File: src/rtl/video_control_sequencer.sv
// video_control_sequencer
//   Serialises formatter control ops from two requesters: CPU register
//   writes and the palette loader. Each op is held on control_op and
//   control_data for HOLD_CYCLES cycles, so the formatter's 2-flop control
//   synchroniser can capture it. A NOP gap of GAP_CYCLES cycles follows.
//   Requesters are arbitrated round-robin. An OP_VSYNC can optionally be
//   appended after mode-changing CPU ops.
//
// Ports
//   m_axis_vid_aclk  clock
//   aresetn          synchronous active-low reset
//   cpu_valid/ready  CPU op handshake; payload cpu_op[7:0], cpu_data[31:0]
//   pal_valid/ready  palette handshake; payload pal_index[7:0], pal_rgb[23:0]
//   auto_vsync_en    append OP_VSYNC after CPU ops 1, 2 and 4
//   control_op       registered op to the formatter (0 = NOP)
//   control_data     registered payload to the formatter
//   busy             high whenever the sequencer is not idle
//   ops_issued       wrapping count of ops driven, including auto-VSYNC
module video_control_sequencer #(
  parameter int unsigned HOLD_CYCLES = 4,
  parameter int unsigned GAP_CYCLES  = 4
) (
  input  logic        m_axis_vid_aclk,
  input  logic        aresetn,
  input  logic        cpu_valid,
  output logic        cpu_ready,
  input  logic [7:0]  cpu_op,
  input  logic [31:0] cpu_data,
  input  logic        pal_valid,
  output logic        pal_ready,
  input  logic [7:0]  pal_index,
  input  logic [23:0] pal_rgb,
  input  logic        auto_vsync_en,
  output logic [7:0]  control_op,
  output logic [31:0] control_data,
  output logic        busy,
  output logic [15:0] ops_issued
);

  typedef enum logic [2:0] {
    ST_IDLE,
    ST_HOLD,
    ST_GAP,
    ST_VHOLD,
    ST_VGAP
  } state_t;

  typedef enum logic {
    SRC_CPU,
    SRC_PAL
  } src_t;

  localparam logic [7:0] OP_COLORMODE  = 8'd1;
  localparam logic [7:0] OP_DIMENSIONS = 8'd2;
  localparam logic [7:0] OP_PALETTE    = 8'd3;
  localparam logic [7:0] OP_SCALE      = 8'd4;
  localparam logic [7:0] OP_VSYNC      = 8'd5;

  localparam logic [3:0] HOLD_RELOAD = 4'(HOLD_CYCLES - 1);
  localparam logic [3:0] GAP_RELOAD  = 4'(GAP_CYCLES - 1);

  state_t      state;
  src_t        last_grant;
  logic [3:0]  cnt;
  logic        vsync_pending;
  logic        cpu_grant;
  logic        pal_grant;
  logic        cpu_mode_op;

  // Grants are gated by aresetn so that a requester never sees a
  // handshake while the accept is being discarded by reset.
  always_comb begin
    cpu_grant = 1'b0;
    pal_grant = 1'b0;
    if (aresetn && (state == ST_IDLE)) begin
      if (cpu_valid && (!pal_valid || (last_grant == SRC_PAL))) begin
        cpu_grant = 1'b1;
      end else if (pal_valid) begin
        pal_grant = 1'b1;
      end
    end
  end

  assign cpu_ready   = cpu_grant;
  assign pal_ready   = pal_grant;
  assign busy        = (state != ST_IDLE);
  assign cpu_mode_op = (cpu_op == OP_COLORMODE) || (cpu_op == OP_DIMENSIONS) ||
                       (cpu_op == OP_SCALE);

  always_ff @(posedge m_axis_vid_aclk) begin
    if (!aresetn) begin
      state         <= ST_IDLE;
      last_grant    <= SRC_PAL;
      cnt           <= '0;
      vsync_pending <= 1'b0;
      control_op    <= '0;
      control_data  <= '0;
      ops_issued    <= '0;
    end else begin
      case (state)
        ST_IDLE: begin
          if (cpu_grant) begin
            state         <= ST_HOLD;
            cnt           <= HOLD_RELOAD;
            control_op    <= cpu_op;
            control_data  <= cpu_data;
            last_grant    <= SRC_CPU;
            vsync_pending <= auto_vsync_en && cpu_mode_op;
            ops_issued    <= ops_issued + 16'd1;
          end else if (pal_grant) begin
            state         <= ST_HOLD;
            cnt           <= HOLD_RELOAD;
            control_op    <= OP_PALETTE;
            control_data  <= {pal_index, pal_rgb};
            last_grant    <= SRC_PAL;
            vsync_pending <= 1'b0;
            ops_issued    <= ops_issued + 16'd1;
          end
        end

        ST_HOLD: begin
          if (cnt == 4'd0) begin
            state      <= ST_GAP;
            cnt        <= GAP_RELOAD;
            control_op <= '0;
          end else begin
            cnt <= cnt - 4'd1;
          end
        end

        ST_GAP: begin
          if (cnt == 4'd0) begin
            if (vsync_pending) begin
              state         <= ST_VHOLD;
              cnt           <= HOLD_RELOAD;
              control_op    <= OP_VSYNC;
              control_data  <= '0;
              vsync_pending <= 1'b0;
              ops_issued    <= ops_issued + 16'd1;
            end else begin
              state <= ST_IDLE;
            end
          end else begin
            cnt <= cnt - 4'd1;
          end
        end

        ST_VHOLD: begin
          if (cnt == 4'd0) begin
            state      <= ST_VGAP;
            cnt        <= GAP_RELOAD;
            control_op <= '0;
          end else begin
            cnt <= cnt - 4'd1;
          end
        end

        ST_VGAP: begin
          if (cnt == 4'd0) begin
            state <= ST_IDLE;
          end else begin
            cnt <= cnt - 4'd1;
          end
        end

        default: begin
          state      <= ST_IDLE;
          cnt        <= '0;
          control_op <= '0;
        end
      endcase
    end
  end

endmodule

File: config.mk
export PLATFORM = sky130hd
export DESIGN_NAME = video_control_sequencer
export DESIGN_NICKNAME = d
export VERILOG_FILES = /design/src/rtl/video_control_sequencer.sv
export SDC_FILE = /design/constraint.sdc
export NUM_CORES = 1
export LEC_CHECK = 0
export CORE_MARGIN = 2
export CORE_UTILIZATION = 30
export CTS_BUF_LIST = sky130_fd_sc_hd__clkbuf_4 sky130_fd_sc_hd__clkbuf_8
export DETAILED_ROUTE_END_ITERATION = 12
export GPL_TIMING_DRIVEN = 0
export SYNTH_ARGS = -nofsm -noshare
export SYNTH_HDL_FRONTEND = slang
export SYNTH_SLANG_ARGS = --single-unit
File: constraint.sdc
create_clock -name m_axis_vid_aclk -period 2.51 [get_ports m_axis_vid_aclk]
set_clock_uncertainty 0.15 [all_clocks]
set_input_delay 0.753 -clock m_axis_vid_aclk [delete_from_list [all_inputs] [get_ports m_axis_vid_aclk]]
set_output_delay 0.753 -clock m_axis_vid_aclk [all_outputs]
set_load 0.1 [all_outputs]
[Yosys cells after proc, flatten, opt, wreduce, memory -nomap -nowiden]
Cells that the tools add are included.
Operators by class
  $add $sub $neg: 2
  reduce and logical (&&, ||, !) cells: 19
  multiplexer cells: 42
  bitwise logic cells: 1
  eq/ne operators: 16
Operators by type and width (number)
  2-to-1 mux 32 bit: 4
  2-to-1 mux 16 bit: 4
  case mux 32 bit (2 select lines): 1
  2-to-1 mux 8 bit: 5
  case mux 16 bit (2 select lines): 1
  case mux 8 bit (4 select lines): 1
  2-to-1 mux 4 bit: 6
  2-to-1 mux 3 bit: 6
  adder 16 x 1 -> 16 bit (second input constant): 1
  case mux 4 bit (4 select lines): 1
  case mux 3 bit (5 select lines): 1
  != test 2 bit (second input constant): 6
  2-to-1 mux 1 bit: 10
  AND reduction 5 bit: 2
  equality test 8 x 1 -> 1 bit (second input constant): 1
  equality test 8 x 2 -> 1 bit (second input constant): 1
  equality test 8 x 3 -> 1 bit (second input constant): 1
  equality test 3 x 2 -> 1 bit (second input constant): 2
  != test 3 bit (second input constant): 2
  AND reduction 3 bit: 2
  logical NOT 4 bit: 1
  AND reduction 4 bit: 1
  nonzero test 2 bit: 2
  subtractor 4 x 1 -> 4 bit (second input constant): 1
  13 further kinds: 17
Word-level totals
  logic and storage cells: 87
  output and inout bits: 59
  input port bits: 77
  flip-flop bits (word level): 65

[Logic depth before layout (Yosys ltp)]
  word-level depth: 8
  depth in mapped cells: 9
  depth with buffers taken out: 6

[Least setup slack after synthesis]
No wires, ideal clock.
  kind: input port to output port
  start: in aresetn
  end: out pal_ready
  arrival time: 3.345 ns
  slack: -1.738 ns
  data required time: 1.607 ns
  stages: 3
  path through: clkbuf_1 nand2_1 a211oi_1
Between the ends
  cells in the longest elaborated chain, start to end: 2
RTL lines
  start, declared: RTL line 24  | input logic aresetn,
  logical AND 1 bit: RTL line 75  | if (aresetn && (state == ST_IDLE)) begin
  2-to-1 mux 1 bit: RTL line 75
  end, declared: RTL line 30  | output logic pal_ready,
Every way passes these cells.

[Final worst setup path]
  start: reg state[2]
  end: out pal_ready
Between the ends
  cells in the longest elaborated chain, start to end: 3
RTL lines
  start, declared: RTL line 62  | state_t state;
  start signal, assigned: RTL line 92  | state <= ST_IDLE;
  start signal, assigned: RTL line 103  | state <= ST_HOLD;
  start signal, assigned: RTL line 111  | state <= ST_HOLD;
  logical NOT 3 bit: RTL line 75
  logical AND 1 bit: RTL line 75
  2-to-1 mux 1 bit: RTL line 75
Every way passes these cells.

==> metrics.yaml <==
run_status:
  status: "finished, final reports clean"
clocking:
  worst_skew_pair.late_latency_ns: 0.35
  buffer_depth_of_the_longest_clock_path: 2
  cts-buffers-inserted: 9
  h_tree_depth_reported_by_cts: 3
  clk_pin_slew_ns: 0.07
  hold_buffers: 0
  clock-root-buffer: "sky130_fd_sc_hd__clkbuf_8"
  clock_sinks: 65
  cts_tree: "yes"
placement:
  routabilityCongestion: 0.796
  placement.cell_area_um2: 4480
  dpl.cell_count: 575
  hpwlAfterDp_um: 7280
  pre_cts_ws_ns: -1.56
  io_buffers: 134
logic_synthesis:
  combinational_family_with_the_most_area_after_synthesis: "compound AO/OA/AOI/OAI gates"
  synth.cell_area_um2: 2930
  synth-async-reset-ratio_pct: 0
  synthMuxAreaShare_pct: 2.05
  synth_adder_area_share_pct: 0.855
  post_synth_and_or_nand_nor_area_fraction_pct: 22.4
  seq_total_area_yosys_pct: 44.5
  syn_nets: 387
  synth_ff_type: "sky130_fd_sc_hd__dfxtp_1"
  synth_edf_count: 0
  synth_cell_type_count: 46
  postSynthCellCount: 308
  area_fraction_in_compound_gates_after_synthesis_pct: 24.7
  synthesis.area_per_instance_um2: 9.50
  ff_latch_count_synth: 65
  synth_xor_area_share_pct: 0.599
  yosysWarningCount: 0
floorplanning:
  floorplan.io_pins: 136
  initial_cell_density_of_the_core_pct: 30.3
  die_h_um: 103
  design.die.area_um2: 10600
  row_count: 36
  core_um2: 9640
  floorplan.die.width_um: 103
cells_and_area:
  reg_area_um2: 1300
  final_cell_mix: "73 x sky130_fd_sc_hd__clkdlybuf4s50_1, 63 x sky130_fd_sc_hd__dfxtp_1, 37 x sky130_fd_sc_hd__dlygate4sd2_1, 32 x sky130_fd_sc_hd__and3_1, 32 x sky130_fd_sc_hd__a221o_1"
  nFillCells: 972
  final_core_util_pct: 48.9
  drive_above_1_share_pct: 14.2
  area_growth_pct: 61.2
  final_nets: 539
  final_cell_area_um2: 4720
  post_layout_nonfiller_instances: 597
  area_of_the_multi_input_gates_um2: 1520
  layout.cells.most_common: "sky130_fd_sc_hd__clkdlybuf4s50_1"
  antenna_cells: 0
critical_path:
  setup.worst_path.end_class: "output pin"
  worst_setup_path_start_kind: "flip-flop"
  critical_path.max_fanout: 4
  critPathRequiredTime_ns: 1.61
  cp_slowest_cell: "sky130_fd_sc_hd__dfxtp_2"
  critPathMaxStageDelay_ns: 0.34
  list_of_cells_traversed_by_the_critical_path: "nor3_4 > buf_6 > nand2_4 > a211oi_4 > buf_12"
  critical_path_arrival_ns: 1.59
  criticalPathCategory: "flip-flop to output pin"
detailed_routing:
  wire_length_per_cell_um: 16.7
  vias: 3112
  post-route-drc-count: 0
  route.final.wire_length_um: 9980
  detailedRoute.firstPassIterationCount: 4
  drt_iter0_drc: 85
  routed_via_density: 5.21
  post_route_ant_nets: 0
timing:
  layout_min_cycle_time_ns: 2.50
  timing.max_slew.rel_slack_pct: 33.2
  report.final.hold_viol_count: 0
  max_slew.worst_pin.slew_ns: 1.01
  final-setup-viol-count: 0
  final_critical_path_setup_slack_ns: 0.0147
  final-max-slew-violation-count: 0
  rsz_0062_raised_after_global_routing: "true"
  timing.setup.tns_ns: 0
  fin_worst_hold_slack_ns: 0.315
  timing.fmax_ghz: 0.401
  layout_worst_path_cycle_share_pct: 99.4
worst_hold_path:
  min-delay-path-class: "flip-flop to flip-flop"
global_routing:
  first_pass_grt_wire_length_um: 15300
  grt_antenna_before_repair: 0
  grt_usage_pct: 18.7
  grt_max_degree: 11
  first_global_vias: 2963
  grt_overflow_total: 0
job:
  maxCapViolations: 0
power_and_ir_drop:
  leakage_power_of_the_design_nw: 1.96
  maximum_resistive_drop_on_vdd_uv: 306
  post-layout-total-power_mw: 3.94
  power.density_cell_area_nw_per_um2: 836
state kept, by name (all words and copies together) (netlist names):
name and flops:
last_grant 1, control_data 32, cnt 4, vsync_pending 1
control_op 8, ops_issued 16, state 3
power by group:
group          internal (mW)  total [mW]  leakage (nW)  switching [mW]
Clock                  0.516       0.927         0.106           0.411
Sequential              1.17        1.25         0.537          0.0771
Combinational          0.472        1.77          1.32            1.30
Total                   2.16        3.94          1.96            1.78
cell type report:
type / instances / area share (%)
clock buffers: 12 / 3.37
repair buffers: 141 / 28.6
plain buffers: 24 / 3.05
clock inverters: 3 / 0.849
well taps: 133 / 3.53
multi-input cells: 210 / 32.3
inverters: 9 / 0.716
flip-flops and latches: 65 / 27.6
cells in the mapped netlist (all sizes together), types with 4 or more instances:
| library cell | instances | share of area, % |
|---|---|---|
| dfxtp | 65 | 44 |
| a221o | 32 | 11 |
| and3 | 32 | 6.8 |
| a21oi | 17 | 2.9 |
| clkbuf | 17 | 2.2 |
| nand2 | 16 | 2.1 |
| nand3 | 15 | 2.6 |
| o21ai | 12 | 2.1 |
| inv | 8 | 1.0 |
| nor2 | 8 | 1.0 |
| buf | 7 | 1.6 |
| or4 | 7 | 1.8 |
| mux2i | 6 | 2.1 |
| o31ai | 6 | 1.5 |
| a32o | 5 | 1.7 |
| nor4 | 5 | 1.1 |
| or3 | 5 | 1.1 |
| nand4 | 4 | 0.86 |
what timing repair did:
item                                    4_1_cts  5_1_grt
endpoints found under the setup margin      105       49
setup buffers                                 6        1
gates resized for setup                     109       22
pin swaps                                     2        2
final timing paths:
path / from / end / slack [ns] / cells past startpoint
min reg2reg: control_op[0] / control_op[0] / 0.31 / 2
max reg2reg: cnt[0] / ops_issued[12] / 0.13 / 8
max: state[2] / pal_ready / 0.01 / 5
min: control_op[0] / control_op[0] / 0.31 / 2
worst max-delay path: cells and delay by family, from the launching register on:
| kind | cells | cell delay [ns] |
|---|---|---|
| simple gates | 2 | 0.32 |
| flops | 1 | 0.34 |
| compound gates | 1 | 0.22 |
| buf+inv | 2 | 0.37 |
logic make-up after synthesis:
family / after synthesis
and+or+nand+nor: 110
DFF: 65
adders and majority gates: 2
buffers and inverters: 33
AOI/OAI and AO/OA: 90
xor gates and xnor gates: 2
muxes: 6
routing by layer:
metal / part of all wire [%] / GRT usage (%)
met4: 1.7 / 7.29
met5: 0 / 0
met3: 8.9 / 5.56
met1: 44 / 23.0
met2: 45 / 30.9
No activity file was read; power rests on OpenSTA's default activity.
